## src/rtl/hmem_arbiter.sv

```systemverilog
// Merges icache (port 0) and dcache (port 1) onto one higher-memory port, granting whole lines round-robin.
// Grant lands one cycle after valid is seen idle; request fields and fulfilled pass through with no added cycles.
module hmem_arbiter #(
    parameter int XLEN           = 32,
    parameter int WORDS_PER_LINE = 8
) (
    input  logic            clk,
    input  logic            reset_n,

    input  logic            c0_req_valid,
    input  logic            c0_req_operation,
    input  logic [1:0]      c0_req_size,
    input  logic [XLEN-1:0] c0_req_address,
    input  logic [XLEN-1:0] c0_req_store_word,
    output logic [XLEN-1:0] c0_req_loaded_word,
    output logic            c0_req_fulfilled,

    input  logic            c1_req_valid,
    input  logic            c1_req_operation,
    input  logic [1:0]      c1_req_size,
    input  logic [XLEN-1:0] c1_req_address,
    input  logic [XLEN-1:0] c1_req_store_word,
    output logic [XLEN-1:0] c1_req_loaded_word,
    output logic            c1_req_fulfilled,

    output logic            mem_req_valid,
    output logic            mem_req_operation,
    output logic [1:0]      mem_req_size,
    output logic [XLEN-1:0] mem_req_address,
    output logic [XLEN-1:0] mem_req_store_word,
    input  logic [XLEN-1:0] mem_req_loaded_word,
    input  logic            mem_req_fulfilled,

    output logic [1:0]      grant
);

    localparam int BW = (WORDS_PER_LINE > 1) ? $clog2(WORDS_PER_LINE) : 1;
    localparam logic [BW-1:0] LAST_BEAT = BW'(WORDS_PER_LINE - 1);

    generate
        if (XLEN != 32) begin : g_bad_xlen
            $error("hmem_arbiter: only XLEN=32 is supported");
        end
        if (WORDS_PER_LINE < 2 || (WORDS_PER_LINE & (WORDS_PER_LINE - 1)) != 0) begin : g_bad_wpl
            $error("hmem_arbiter: WORDS_PER_LINE must be a power of 2 and >= 2");
        end
    endgenerate

    // State encoding doubles as the one-hot grant vector {c1,c0}.
    typedef enum logic [1:0] {
        IDLE   = 2'b00,
        GRANT0 = 2'b01,
        GRANT1 = 2'b10
    } state_e;

    state_e        state_q, state_d;
    logic [BW-1:0] beat_q,  beat_d;
    logic          last_q,  last_d;

    logic cur_vld;
    logic oth_vld;

    always_ff @(posedge clk) begin
        if (!reset_n) begin
            state_q <= IDLE;
            beat_q  <= '0;
            last_q  <= 1'b1;
        end else begin
            state_q <= state_d;
            beat_q  <= beat_d;
            last_q  <= last_d;
        end
    end

    always_comb begin
        state_d = state_q;
        beat_d  = beat_q;
        last_d  = last_q;
        cur_vld = (state_q == GRANT1) ? c1_req_valid : c0_req_valid;
        oth_vld = (state_q == GRANT1) ? c0_req_valid : c1_req_valid;

        unique case (state_q)
            IDLE: begin
                if (c0_req_valid && (!c1_req_valid || last_q)) begin
                    state_d = GRANT0;
                    last_d  = 1'b0;
                end else if (c1_req_valid) begin
                    state_d = GRANT1;
                    last_d  = 1'b1;
                end
            end
            GRANT0, GRANT1: begin
                if (mem_req_fulfilled) begin
                    beat_d = beat_q + BW'(1);
                    if (beat_q == LAST_BEAT) begin
                        // Line done: the waiting port goes first, else a same-port follow-on.
                        if (oth_vld) begin
                            state_d = (state_q == GRANT1) ? GRANT0 : GRANT1;
                            last_d  = (state_q == GRANT0);
                        end else if (cur_vld) begin
                            last_d  = (state_q == GRANT1);
                        end else begin
                            state_d = IDLE;
                        end
                    end
                end else if (!cur_vld) begin
                    state_d = IDLE;
                    beat_d  = '0;
                end
            end
            default: begin
                state_d = IDLE;
                beat_d  = '0;
            end
        endcase
    end

    always_comb begin
        mem_req_valid      = 1'b0;
        mem_req_operation  = 1'b0;
        mem_req_size       = 2'b00;
        mem_req_address    = '0;
        mem_req_store_word = '0;
        c0_req_fulfilled   = 1'b0;
        c1_req_fulfilled   = 1'b0;

        unique case (state_q)
            GRANT0: begin
                mem_req_valid      = c0_req_valid;
                mem_req_operation  = c0_req_operation;
                mem_req_size       = c0_req_size;
                mem_req_address    = c0_req_address;
                mem_req_store_word = c0_req_store_word;
                c0_req_fulfilled   = mem_req_fulfilled;
            end
            GRANT1: begin
                mem_req_valid      = c1_req_valid;
                mem_req_operation  = c1_req_operation;
                mem_req_size       = c1_req_size;
                mem_req_address    = c1_req_address;
                mem_req_store_word = c1_req_store_word;
                c1_req_fulfilled   = mem_req_fulfilled;
            end
            default: ;
        endcase
    end

    // Load data is broadcast; each cache qualifies it with its own fulfilled.
    assign c0_req_loaded_word = mem_req_loaded_word;
    assign c1_req_loaded_word = mem_req_loaded_word;
    assign grant              = state_q;

endmodule

```

## config.mk

```make
export PLATFORM = sky130hd
export DESIGN_NAME = hmem_arbiter
export DESIGN_NICKNAME = d
export VERILOG_FILES = /design/src/rtl/hmem_arbiter.sv
export SDC_FILE = /design/constraint.sdc
export NUM_CORES = 1
export LEC_CHECK = 0
export BUFFER_PORTS_ARGS = -buffer_cell sky130_fd_sc_hd__buf_2
export CORE_AREA = 2 2 118 120
export DETAILED_ROUTE_END_ITERATION = 8
export DIE_AREA = 0 0 120 122
export SLEW_MARGIN = 20
export SYNTH_ARGS = -nofsm -noshare
export SYNTH_HDL_FRONTEND = slang
export SYNTH_SLANG_ARGS = --single-unit
```

## constraint.sdc

```tcl
create_clock -name clk -period 2.1 [get_ports clk]
set_input_delay 0.21 -clock clk [delete_from_list [all_inputs] [get_ports clk]]
set_output_delay 0.21 -clock clk [all_outputs]
set_load 0.05 [all_outputs]
```

# Word level (Yosys, flattened, before mapping)
# Cells that the tools add are included.
[op_classes]
addsub = 1
mul = 0
div_mod_pow = 0
magnitude_cmp = 0
eq_ne = 9
n_shift = 0
n_mux = 27
n_bitwise = 1
n_reduce_logical = 9
[ops]
columns = ["operator", "count"]
rows = [
  ["$pmux 32 s2", 2],
  ["$mux 2", 7],
  ["$ne 3x3->1 const B", 4],
  ["$mux 1", 10],
  ["$pmux 2 s2", 2],
  ["$mux 3", 2],
  ["$pmux 1 s2", 3],
  ["$pmux 3 s2", 1],
  ["$reduce_and 5->1", 1],
  ["$ne 2x2->1 const B", 2],
  ["$reduce_and 2->1", 2],
  ["$add 3x1->3 const B", 1],
  ["$eq 3x3->1 const B", 1],
  ["$eq 2x1->1 const B", 1],
  ["$eq 2x2->1 const B", 1],
  ["$logic_not 2->1", 1],
  ["$reduce_bool 2->1", 1],
  ["$reduce_or 2->1", 1],
  ["$logic_and 1x1->1", 1],
  ["$logic_not 1->1", 1],
  ["$logic_or 1x1->1", 1],
  ["$not 1->1", 1],
]
[word_totals]
register_bits = 6
latchBits = 0
mem_bits_rw = 0
rom_bits = 0
in_bits = 171
output_inout_bits = 136
elab_cells = 50
mem_count = 0

# Longest topological paths before layout
# Gate-level depths: netlist of the first run.
[logic_depth]
depth_word = 7
ltp_mapped = 7
ltp_nobuf = 6

# Worst setup path before layout of the first run
# OpenSTA, ideal clock, no wires.
[synth_timing]
path_kind = "reg2out"
from = "reg state_q[1] (netlist: grant[1])"
to = "out mem_req_address[0]"
arrival_ns = 2.419
required_ns = 1.890
path_slack_ns = -0.529
stages_incl_launch_ff = 6
path_buffers = 2
path_cell_list = "dfxtp_1 > inv_1 > ha_1 > buf_2 > clkbuf_1 > nor2b_1"
[synth_via]
elab_chain_len = 2
elab_cells_between_ends = 3
classes_between = "2 x eq/ne; 1 x mux"
[synth_lines]
columns = ["item", "line", "source"]
rows = [
  ["start, declared", "56", "state_e state_q, state_d;"],
  ["start signal, assigned", "69", "state_q <= state_d;"],
  ["$eq 2x2->1 or $eq 2x1->1 (tied branches)", "127", "unique case (state_q)"],
  ["$pmux 32 s2 *", "127", ""],
  ["end, declared", "29", "output logic [XLEN-1:0] mem_req_address,"],
]
# Every way passes the cells marked *; elsewhere a longest branch is shown, timed or not.

# Final worst setup path of the first run
[layout_timing]
from = "reg state_q[0] (netlist: grant[0])"
to = "out mem_req_address[23]"
# The elaborated chain is that of the path after synthesis.

==> flow_summary_export.csv, run 1 <==
group,metric,value,unit
cts,clkLatencyLatePin,0.23,ns
sta,max_freq,0.4929,GHz
cts,cts_buffer_depth,2,
cts,cts_tree,"done",
logic_synthesis,ys_seq_area_share,5.822,%
routing,drtIter0Drc,125,
routing,firstDrtPassIters,4,
floorplan,dieHeight,122,µm
cts,cts_setup_buffers,0,
critical_path,cp-end-kind,"primary output",
placed_design,dp_hpwl,6175,µm
logic_synthesis,yosys_warnings,0,
critical_path,crit_slowest_cell,"dfxtp_2",
sta,min_period,2.029,ns
floorplan,ioPinCount,307,
logic_synthesis,syn_area,2063,µm²
floorplan,start_util,15.28,%
power,vdd_drop_max,396.3,µV
logic_synthesis,synth-edff-count,0,
critical_path,worstPathArrival,1.82,ns
global_route,grt_pass1_vias,2457,
cts,cts_resized,0,
critical_path,path_cells,"inv_1 -> ha_2 -> buf_12 -> a22oi_1 -> nor2b_4 -> buf_2",
routing,viasPerCell,4.271,
critical_path,crit_family,"buffers and inverters",
sta,fin_setup_tns,0,ns
layout,mostFrequentLayoutCells,"buf_2, a22oi_1, nor2b_4",
run,drv_cap,0,
global_route,grt_pass1_wl,11510,µm
logic_synthesis,synth.distinct_cells,33,
global_route,grtUsageTotal,9.241,%
cts,path_clk_slew,0.03,ns
routing,vias,2554,
cts,clock_sinks,6,
logic_synthesis,synth_ff_type,"dfxtp_1",
power,power_density,1526,nW/µm²
global_route,grt_overflow,0,
cts,cts_root_buffer,"clkbuf_16",
logic_synthesis,synth_nets,467,
floorplan,dieWidth,120,µm
sta,fin_crit_sh,96.61,%
sta,rsz0062_at_grt,"false",
sta,final-hold-violation-count,0,
layout,final_common_cell,"buf_2",
cts,ctsHoldBuffers,0,
cts,ctsHtreeMaxLevel,1,
sta,tightest_slew,0.3851,ns
layout,drive_gt1_share,70.33,%
global_route,grt_max_degree,39,
status,outcome,"finished, final reports clean",
cts,cts-buffers-inserted,3,
sta,slew-limit-headroom,74.32,%
routing,drc_errors,0,
power,power_leakage,1.580,nW
floorplan,rows,43,
sta,slew_viol_final,0,
critical_path,crit_buf_inv,3,
placed_design,gp_congestion,0.7565,
routing,wire_per_inst,12.60,µm
critical_path,worstSetupPathType,"flop to primary output",
logic_synthesis,syn_inst,289,
placed_design,io_buffers,210,
layout,fin_util,25.71,%
logic_synthesis,async_reset_ff_share,0,%
logic_synthesis,ys_ff_latch,6,
layout,diodes,0,
routing,ant_nets,0,
floorplan,dieArea,14640,µm²
floorplan,fp.coreArea,13500,µm²
min_path,min_path_type,"input port to flop",
critical_path,critPathMaxStageDelay,0.38,ns
global_route,antenna_found_initial,0,
layout,syn_to_final_growth,68.28,%
layout,layout.nets,598,
critical_path,required,1.89,ns
critical_path,path_max_fanout,38,
sta,setup_viol,0,
sta,finClkSkew,0.002354,ns
critical_path,crit_path_start_kind,"flop",
sta,whs,0.2226,ns
logic_synthesis,synth_area_per_cell,7.139,µm²
routing,wirelength,7533,µm
-- logic make-up (layout without fill, tap and decap cells) --
family	after synthesis	after routing	share of synthesized area, %
adders and majority gates	7	7	4.245
AOI/OAI and AO/OA	85	85	30.93
muxes	4	4	2.183
DFF	6	6	5.822
buffers and inverters	96	225	30.02
and+or+nand+nor	91	91	26.80
-- final cells by class --
type                    count  area, µm²
fillers                  1468      10030
repair buffers            217       1179
inverters                   5      18.77
flip-flops and latches      6      122.6
multi-input cells         187       1852
well taps                 180      225.2
clock buffers               3      75.07
-- flip-flops by register name, indices dropped and copies added (netlist names) --
name and flops:
beat_q 3, last_q 1, grant 2
-- through the flow --
stage          area [µm²]  cells  total power [mW]  worst slack [ns]
2_1_floorplan        2576    289             4.306           0.02182
3_3_place_gp         3387    595             4.898            0.2353
3_5_place_dp         3387    595             4.986            0.2359
4_1_cts              3462    598             5.299           0.01378
5_1_grt              3472    598             5.603           0.02541
6_report             3472    598             5.297           0.07111
-- per-layer routing --
layer / up-vias / GRT usage [%] / wire length, µm
met3: 19 / 1.404 / 498
met4: 0 / 1.838 / 84
met2: 113 / 17.29 / 4021
li1: 1220 / - / -
met1: 1202 / 11.15 / 2929
met5: - / 0 / 0
-- path summary, 6_finish.rpt --
kind,slack [ns],endpoint,depth (start not counted),start
max reg2reg,0.19,grant[0],7,grant[0]
min,0.22,last_q,2,reset_n
max,0.07,mem_req_address[23],6,grant[0]
min reg2reg,0.47,beat_q[2],2,beat_q[2]
-- where the power goes --
group / leakage (nW) / internal, mW / switching [mW] / total [mW]
Clock: 0.0370 / 0.244 / 0.0626 / 0.307
Sequential: 0.0498 / 0.150 / 0.0449 / 0.195
Combinational: 1.49 / 2.04 / 2.75 / 4.80
-- synthesized netlist by cell type, types with 2 or more instances --
cell	number	area [µm²]
nand4_1	2	12.51
a21oi_1	4	20.02
nor2b_1	69	431.7
ha_1	7	87.58
nor2_1	3	11.26
and2_1	2	12.51
inv_1	5	18.77
a22oi_1	69	518.0
nand2_1	7	26.28
dfxtp_1	6	120.1
mux2i_1	3	30.03
clkbuf_1	17	63.81
buf_4	64	480.5
a32o_1	2	20.02
buf_2	9	45.04
nand3b_1	3	22.52
Note: power is estimated with default switching activity, not from simulation.
==> run 2, diff against run 1 <==
- CTS_BUF_LIST: default -> sky130_fd_sc_hd__clkbuf_8
==> run 2 against run 1 <==
Compared with the run above:
- design area fell by 0.97%
- die area is the same
- combinational power about the same
- non-clock buffer count unchanged
- setup slack improved by 0.0046 ns
- via count rose by 0.39%
- critical path type unchanged
- highest routed layer unchanged
- global-route usage hardly changed
- sequential share of layout area about the same
- critical path depth unchanged
- sequential power barely moved
==> flow_summary_export.csv, run 2 (same netlist as run 1, synthesis figures left out) <==
group,metric,value,unit
cts,clock_sinks,6,
routing,drc_errors,0,
cts,cts_setup_buffers,0,
sta,fin_crit_sh,96.39,%
critical_path,crit_family,"buffers and inverters",
sta,rsz0062_at_grt,"false",
layout,layout.nets,598,
routing,wire_per_inst,12.53,µm
global_route,grt_pass1_vias,2464,
critical_path,crit_slowest_cell,"dfxtp_2",
critical_path,path_cells,"inv_1 -> ha_2 -> buf_12 -> a22oi_1 -> nor2b_4 -> buf_2",
floorplan,start_util,15.28,%
critical_path,worstSetupPathType,"flop to primary output",
power,power_leakage,1.564,nW
placed_design,io_buffers,210,
floorplan,dieWidth,120,µm
sta,finClkSkew,0.005365,ns
floorplan,dieArea,14640,µm²
power,vdd_drop_max,392.6,µV
placed_design,dp_hpwl,6175,µm
global_route,grtUsageTotal,9.192,%
layout,drive_gt1_share,70.33,%
critical_path,crit_path_start_kind,"flop",
routing,wirelength,7491,µm
global_route,grt_pass1_wl,11470,µm
placed_design,placed_cells,595,
critical_path,crit_buf_inv,3,
global_route,grt_overflow,0,
min_path,min_from,"reset_n",
critical_path,cp-end-kind,"primary output",
sta,setup_viol,0,
floorplan,dieHeight,122,µm
layout,regMostFlops,"beat_q",
layout,seq_area,122.6,µm²
floorplan,rows,43,
sta,slew-limit-headroom,74.35,%
layout,syn_to_final_growth,66.65,%
layout,final_common_cell,"buf_2",
cts,cts_tree,"done",
routing,vias,2564,
min_path,min_path_type,"input port to flop",
cts,ctsHtreeMaxLevel,1,
sta,final-hold-violation-count,0,
floorplan,ioPinCount,307,
routing,ant_nets,0,
sta,max_freq,0.4940,GHz
global_route,grt_max_degree,39,
cts,cts_buffer_depth,2,
global_route,antenna_found_initial,0,
cts,clkLatencyLatePin,0.23,ns
sta,fin_setup_tns,0,ns
layout,fin_cells,598,
min_path,min_to,"last_q",
routing,viasPerCell,4.288,
critical_path,critPathMaxStageDelay,0.38,ns
run,drv_cap,0,
cts,cts_root_buffer,"clkbuf_8",
critical_path,worst-r2r-cell-count,7,
power,power_density,1501,nW/µm²
floorplan,fp.coreArea,13500,µm²
routing,drtIter0Drc,141,
layout,diodes,0,
sta,min_period,2.024,ns
sta,slew_viol_final,0,
layout,largest_register_ff_count,3,
critical_path,path_max_fanout,38,
status,outcome,"finished, final reports clean",
cts,cts-buffers-inserted,3,
critical_path,r2r_slack,0.19,ns
critical_path,worstPathArrival,1.81,ns
cts,ctsHoldBuffers,0,
placed_design,gp_congestion,0.7565,
cts,path_clk_slew,0.04,ns
layout,mostFrequentLayoutCells,"buf_2, a22oi_1, nor2b_4",
sta,tightest_slew,0.3847,ns
layout,multi_input_area,1852,µm²
routing,firstDrtPassIters,4,
min_path,whs_path_depth,2,
critical_path,required,1.89,ns
layout,fillers,1473,
critical_path,regToRegEndpoint,"beat_q[0]",
critical_path,reg2reg_from,"grant[0]",
[run 2: cell counts in the layout (fill, tap and decap cells not counted)]
Identical to the previous run, type by type.
[run 2: area by class of cell]
cell class                      count  area share [%]
Inverter                            5          0.5459
Timing Repair Buffer              217           34.28
Clock buffer                        3           1.201
Multi-Input combinational cell    187           53.86
Tap cell                          180           6.550
Sequential cell                     6           3.566
[run 2: timing repair]
action                                  CTS  global route
resized for setup                         0             1
endpoints found under the setup margin    0            68
hold endpoints to repair                  0             0
[run 2: per-stage QoR]
step / util (%) / cell area, µm² / total power [mW] / hold slack [ns] / setup WS (ns)
final: 25.46 / 3438 / 5.161 / 0.2249 / 0.07572
after global placement: 25.08 / 3387 / 4.898 / 0.4205 / 0.2353
after detailed placement: 25.08 / 3387 / 4.986 / 0.4205 / 0.2359
after floorplan: - / 2576 / 4.306 / 0.3013 / 0.02182
after global routing: 25.46 / 3438 / 5.464 / 0.2639 / 0.02684
after CTS: 25.39 / 3428 / 5.168 / 0.2251 / 0.01377
[run 2: worst register-to-register path, cell delays in order, from the launching register on]
cell and delay (ns):
dfxtp_2 0.35, inv_1 0.16, ha_2 0.26, buf_12 0.20, mux2_4 0.34, a31o_1 0.26
mux2i_1 0.18, nor2_1 0.05
[run 2: how the worst max path moves through the flow]
| stage | start | end | slack, ns | depth (start not counted) |
|---|---|---|---|---|
| 3_3_place_gp | grant[0] | grant[0] | 0.24 | 7 |
| 4_1_cts | grant[1] | mem_req_store_word[31] | 0.01 | 5 |
| 6_report | grant[0] | mem_req_address[23] | 0.08 | 6 |
| 3_5_place_dp | grant[0] | beat_q[0] | 0.24 | 7 |
| 2_1_floorplan | grant[1] | mem_req_address[11] | 0.02 | 5 |
| 5_1_grt | grant[0] | mem_req_address[23] | 0.03 | 6 |
[run 2: power by group]
part           internal (mW)  switching [mW]  leakage (nW)
registers              0.150          0.0455        0.0498
clock network          0.123          0.0520        0.0216
logic                   2.04            2.75          1.49
total                   2.32            2.84          1.56
[run 2: routing by layer]
| metal | vias to the layer above | GRT usage [%] | part of all wire, % |
|---|---|---|---|
| met1 | 1206 | 11.04 | 39 |
| li1 | 1219 | - | - |
| met2 | 121 | 17.26 | 53 |
| met4 | 0 | 1.838 | 1.1 |
| met3 | 18 | 1.404 | 7.0 |
| met5 | - | 0 | 0 |
